### src/rtl/gray_pkg.sv
// ---------------------------------------------------------------------------
// gray_pkg
// Shared definitions for the Gray sweep sequencer and its encoder.
//   sweepState_e : sequencer states (IDLE, RUN, DONE)
//   DIR_UP/DOWN  : encoding of the latched sweep direction
//   bin2gray     : binary-to-Gray conversion for any width up to GRAY_MAX_W.
//                  Callers zero-extend their operand to GRAY_MAX_W and cast
//                  the result back down to their own width.
// ---------------------------------------------------------------------------
package gray_pkg;

  typedef enum logic [1:0] {
    IDLE = 2'd0,
    RUN  = 2'd1,
    DONE = 2'd2
  } sweepState_e;

  localparam logic DIR_UP   = 1'b0;
  localparam logic DIR_DOWN = 1'b1;

  localparam int GRAY_MAX_W = 32;

  // Zero-extended inputs give zero upper Gray bits, so the low bits of the
  // result are exactly the Gray code of the narrower operand.
  function automatic logic [GRAY_MAX_W-1:0] bin2gray(input logic [GRAY_MAX_W-1:0] b);
    return b ^ (b >> 1);
  endfunction

endpackage

### src/rtl/gray_enc.sv
// ---------------------------------------------------------------------------
// gray_enc
// Purely combinational WIDTH-bit binary-to-Gray encoder.
//   bin_i  [WIDTH-1:0] : binary value (normally a register output)
//   gray_o [WIDTH-1:0] : bin_i ^ (bin_i >> 1)
// Each output bit depends only on two register bits through a single XOR,
// so the code follows its source with no added state.
// ---------------------------------------------------------------------------
module gray_enc
  import gray_pkg::*;
#(
  parameter int WIDTH = 4
) (
  input  logic [WIDTH-1:0] bin_i,
  output logic [WIDTH-1:0] gray_o
);

  // Widen to the package function's operand size, convert, and narrow back.
  assign gray_o = WIDTH'(bin2gray(GRAY_MAX_W'(bin_i)));

endmodule

### src/rtl/gray_sweep_ctrl.sv
// ---------------------------------------------------------------------------
// gray_sweep_ctrl
// Steps a binary index from a latched first code to a latched last code,
// one code per accepted valid/ready transfer, presenting each code in both
// binary and Gray form.
//   clk, rst       : clock and synchronous active-high reset
//   start          : begin a sweep (honoured only in IDLE)
//   dir            : 0 = increment, 1 = decrement (latched at start)
//   first, last    : sweep bounds (latched at start)
//   abort          : drop the running sweep without a done pulse
//   out_ready      : downstream accepts the presented code
//   out_valid      : out_bin/out_gray hold a valid code
//   out_bin        : current binary index
//   out_gray       : Gray code of out_bin
//   busy           : sweep in progress
//   done           : one-cycle pulse after the last code was accepted
//   count          : codes accepted in the current or most recent sweep
// ---------------------------------------------------------------------------
module gray_sweep_ctrl
  import gray_pkg::*;
#(
  parameter int WIDTH = 4
) (
  input  logic             clk,
  input  logic             rst,
  input  logic             start,
  input  logic             dir,
  input  logic [WIDTH-1:0] first,
  input  logic [WIDTH-1:0] last,
  input  logic             abort,
  input  logic             out_ready,
  output logic             out_valid,
  output logic [WIDTH-1:0] out_bin,
  output logic [WIDTH-1:0] out_gray,
  output logic             busy,
  output logic             done,
  output logic [WIDTH:0]   count
);

  localparam logic [WIDTH-1:0] BIN_ONE = {{(WIDTH-1){1'b0}}, 1'b1};
  localparam logic [WIDTH:0]   CNT_ONE = {{WIDTH{1'b0}}, 1'b1};

  sweepState_e      state_q, state_d;
  logic [WIDTH-1:0] outBin_q, outBin_d;
  logic [WIDTH-1:0] last_q, last_d;
  logic             dir_q, dir_d;
  logic [WIDTH:0]   count_q, count_d;
  logic             xfer;

  // A transfer can only happen in RUN, where out_valid is high by
  // construction, so the handshake reduces to state plus out_ready.
  assign xfer = (state_q == RUN) && out_ready;

  // State register. Everything, including the latched bounds, goes back to
  // zero on reset; reset outranks every other input.
  always_ff @(posedge clk) begin
    if (rst) begin
      state_q  <= IDLE;
      outBin_q <= '0;
      last_q   <= '0;
      dir_q    <= DIR_UP;
      count_q  <= '0;
    end else begin
      state_q  <= state_d;
      outBin_q <= outBin_d;
      last_q   <= last_d;
      dir_q    <= dir_d;
      count_q  <= count_d;
    end
  end

  // Next-state and datapath logic. The first bound is not kept separately:
  // it is loaded straight into the index register at start. In RUN, abort
  // is checked before the handshake so an aborted transfer is never
  // counted. Reaching the last code leaves out_bin holding it, which is what
  // DONE and the following IDLE present.
  always_comb begin
    state_d  = state_q;
    outBin_d = outBin_q;
    last_d   = last_q;
    dir_d    = dir_q;
    count_d  = count_q;
    unique case (state_q)
      IDLE: begin
        if (start) begin
          outBin_d = first;
          last_d   = last;
          dir_d    = dir;
          count_d  = '0;
          state_d  = RUN;
        end
      end
      RUN: begin
        if (abort) begin
          state_d = IDLE;
        end else if (xfer) begin
          count_d = count_q + CNT_ONE;
          if (outBin_q == last_q) begin
            state_d = DONE;
          end else if (dir_q == DIR_UP) begin
            outBin_d = outBin_q + BIN_ONE;
          end else begin
            outBin_d = outBin_q - BIN_ONE;
          end
        end
      end
      DONE: begin
        state_d = IDLE;
      end
      default: begin
        state_d = IDLE;
      end
    endcase
  end

  // Output decode. Every status output comes from the state register alone,
  // so out_valid has no combinational path from out_ready.
  always_comb begin
    out_valid = 1'b0;
    busy      = 1'b0;
    done      = 1'b0;
    unique case (state_q)
      RUN:     begin out_valid = 1'b1; busy = 1'b1; end
      DONE:    done = 1'b1;
      default: ;
    endcase
    out_bin = outBin_q;
    count   = count_q;
  end

  // Gray view of the index register.
  gray_enc #(
    .WIDTH (WIDTH)
  ) uGrayEnc (
    .bin_i  (outBin_q),
    .gray_o (out_gray)
  );

endmodule
### config.mk
export PLATFORM = sky130hd
export DESIGN_NAME = gray_sweep_ctrl
export DESIGN_NICKNAME = d
export VERILOG_FILES = /design/src/rtl/gray_pkg.sv /design/src/rtl/gray_enc.sv /design/src/rtl/gray_sweep_ctrl.sv
export SDC_FILE = /design/constraint.sdc
export NUM_CORES = 1
export LEC_CHECK = 0
export ABC_AREA = 0
export BUFFER_PORTS_ARGS = -buffer_cell sky130_fd_sc_hd__buf_2
export CAP_MARGIN = 10
export CORE_MARGIN = 2
export CORE_UTILIZATION = 52
export CTS_BUF_LIST = sky130_fd_sc_hd__clkbuf_8
export CTS_CLUSTER_SIZE = 10
export DETAILED_ROUTE_END_ITERATION = 8
export PLACE_DENSITY = 0.93
export SLEW_MARGIN = 20
export SYNTH_ARGS = -nofsm -noshare
export SYNTH_HDL_FRONTEND = slang
export SYNTH_SLANG_ARGS = --single-unit
### constraint.sdc
create_clock -name clk -period 1.7 [get_ports clk]
set_input_delay 0.17 -clock clk [delete_from_list [all_inputs] [get_ports clk]]
set_output_delay 0.17 -clock clk [all_outputs]
set_load 0.05 [all_outputs]
==> flow_summary_export.csv <==
group,metric,value,unit
status,outcome,"finished, final reports clean",
clock_network,cts.repair.resized,0,
sta,hold_slack,0.1540,ns
global_routing,overflow,0,
global_routing,antenna_found_initial,0,
clock_network,cts_hold_buf,0,
power_and_ir_drop,peakVddDrop,663.8,uV
critical_path,critPathTopFamily,"buffers and inverters",
logic_synthesis,syn_nets,122,
critical_path,cp.required,1.53,ns
critical_path,path_buf_inv,2,
place,routabilityCongestion,0.7854,
sta,skew,0.003456,ns
logic_synthesis,ys_warn_count,0,
routing,wl,1.991,mm
place,dp_slack,0.2089,ns
routing,postRouteAntennaNets,0,
clock_network,cts_tree,"done",
sta,setup_ws,0.1658,ns
logic_synthesis,syn_inst,104,
clock_network,clockRootBuffer,"clkbuf_8",
critical_path,worst_setup_path_start_kind,"flip-flop",
critical_path,slowest_delay,0.34,ns
cells_and_area,drive_above_1_share,34.85,%
routing,via_count,837,
clock_network,post_cts_buffers,0,
global_routing,grt_pass1_wl,3.277,mm
critical_path,end_kind,"output port",
logic_synthesis,synthDistinctLibCells,38,
routing,wire_per_inst,12.68,um
global_routing,grt_max_degree,15,
sta,finalSetupViolations,0,
floorplan,die_w,46.54,um
cells_and_area,final_area,1145,um2
logic_synthesis,syn_area,940.9,um2
power_and_ir_drop,power,1.099,mW
clock_network,ctsLongestPathBuffers,2,
logic_synthesis,syn_avg_cell_area,9.047,um2
power_and_ir_drop,power.density,959.5,nW/um2
critical_path,crit_type,"flip-flop to output port",
sta,period_share,90.25,%
clock_network,path_clk_slew,0.06,ns
clock_network,numCtsBuffers,3,
routing,drc_errors,0,
sta,rsz0062_at_grt,"false",
cells_and_area,nFillCells,141,
cells_and_area,areaGrowthSynthToFinish,21.68,%
logic_synthesis,synth-seq-cells,16,
sta,setup_tns,0,ns
sta,worstMarginPinSlew,0.4513,ns
sta,drv_slew,0,
place,portBuffers,29,
sta,period_needed,1.534,ns
place,dpl_cell_area,1090,um2
global_routing,grt_pass1_vias,795,
floorplan,die_area,2166,um2
routing,dr.pass1.iters,4,
routing,viasPerCell,5.331,
cells_and_area,register_area,325.3,um2
sta,hold_viol,0,
critical_path,crit_chain,"nand2b_1 > inv_1 > buf_2",
cells_and_area,multi_input_area,546.8,um2
place,hpwl,1.513,mm
critical_path,worstPathArrival,1.36,ns
global_routing,track_usage,21.33,%
sta,max_freq,0.6518,GHz
clock_network,h-tree-depth,1,
cells_and_area,n_antenna_cell,0,
sta,max_slew_margin,69.69,%
floorplan,core_region_area,1708,um2
critical_path,slowest_stage,"dfxtp_1",
cells_and_area,final_nets,151,
logic_synthesis,ys_seq_area_share,34.04,%
clock_network,insertion_delay,0.25,ns
clock_network,clock_sinks,16,
floorplan,rows,15,
routing,drt_iter0_drc,16,
floorplan,start_util,55.09,%
hold_path,hp-class,"input pin to flip-flop",
critical_path,worstPathMaxFanout,9,
floorplan,die_h,46.54,um
floorplan,ioPinCount,30,
power_and_ir_drop,p_leak,0.5557,nW
job,cap_viol_max_count,0,
## metal layers
layer,routed length [um],global-route usage [%],share of wire [%],vias up
met5,0,0,0,-
met4,55,10.29,2.8,0
li1,-,-,-,411
met1,825,24.17,41,391
met3,115,4.706,5.8,7
met2,995,37.22,50,28
## cells in the final DEF, fill, tap and decap left out, drive strengths merged, types with 4 or more instances in the layout
cell and count:
buf 32, dfxtp 16, nand2 14, xor2 11
a21oi 9, inv 5, nor2 5, nand3 4
clkbuf 4
## worst register-to-register path: cells and delay by family, from the launching register on
kind	cells	cell delay [ns]
simple gates	2	0.33
compound gates	2	0.47
flops	1	0.40
buf+inv	1	0.23
## through the flow
step                cells  util (%)
finish                157     67.03
global route          157     67.03
CTS                   157     67.03
detailed placement    153     63.81
global placement      153     63.81
floorplan             104         -
## synthesized netlist by cell type
master / number / area (um2)
o21ai_0: 1 / 5.000
a211oi_1: 1 / 7.510
mux2i_1: 2 / 20.02
nor3b_1: 1 / 7.510
dfxtp_1: 16 / 320.3
nand2_1: 14 / 52.55
nor2_1: 4 / 15.01
a32o_1: 2 / 20.02
a21o_1: 1 / 7.510
xor2_2: 1 / 16.27
o31ai_1: 1 / 7.510
nor3_1: 2 / 10.01
buf_2: 2 / 10.01
a21oi_1: 9 / 45.04
o211ai_1: 1 / 7.510
o21ai_1: 1 / 5.000
nor4bb_1: 1 / 10.01
inv_1: 5 / 18.77
nor4_4: 1 / 21.27
buf_6: 1 / 11.26
clkbuf_1: 1 / 3.750
buf_4: 4 / 30.03
and3_1: 2 / 12.51
a211o_1: 1 / 8.760
nand2b_1: 1 / 6.260
a31oi_1: 1 / 6.260
fa_1: 1 / 20.02
nand3b_1: 1 / 7.510
nor3b_2: 1 / 12.51
nor2_4: 1 / 11.26
ha_1: 3 / 37.54
nor3_2: 1 / 10.01
xnor2_1: 1 / 8.760
and2b_1: 1 / 7.510
a21o_4: 1 / 15.01
o2111ai_1: 2 / 17.52
nand3_1: 4 / 20.02
xor2_1: 10 / 87.58
## logic make-up (layout without fill, tap and decap cells)
group / after synthesis / count (layout) / share of synthesized area, %
AO/OA/AOI/OAI: 22 / 22 / 16.22
XOR/XNOR: 12 / 12 / 11.97
adder cells (fa/ha/maj): 4 / 4 / 6.118
buffers and inverters: 13 / 41 / 7.846
flip-flops: 16 / 16 / 34.04
multiplexers: 2 / 2 / 2.128
AND/OR/NAND/NOR: 35 / 35 / 21.68
## path summary, 6_finish.rpt
path	start	to	slack, ns	cells after the start
setup / recovery	state_q[1]	busy	0.17	3
hold / removal	dir	dir_q	0.15	3
setup reg to reg	state_q[0]	out_bin[0]	0.18	5
hold reg to reg	last_q[1]	last_q[1]	0.47	2
## sequential cells by signal (all words and copies together) (netlist names)
name	count
dir_q	1
out_bin	4
state_q	2
last_q	4
count	5
## power by group
group          internal (mW)  switching (mW)  leakage [nW]
Sequential             0.398          0.0331         0.132
Clock                  0.206           0.129        0.0288
Combinational          0.107           0.226         0.395
Total                  0.711           0.388         0.556
## layout make-up
type | count | area share, %
multi-input combinational | 75 | 47.76
timing repair buffer | 32 | 14.64
clock buffer | 4 | 4.809
tap | 25 | 2.732
sequential | 16 | 28.42
inverter | 5 | 1.639
(Power assumes the default switching activity.)
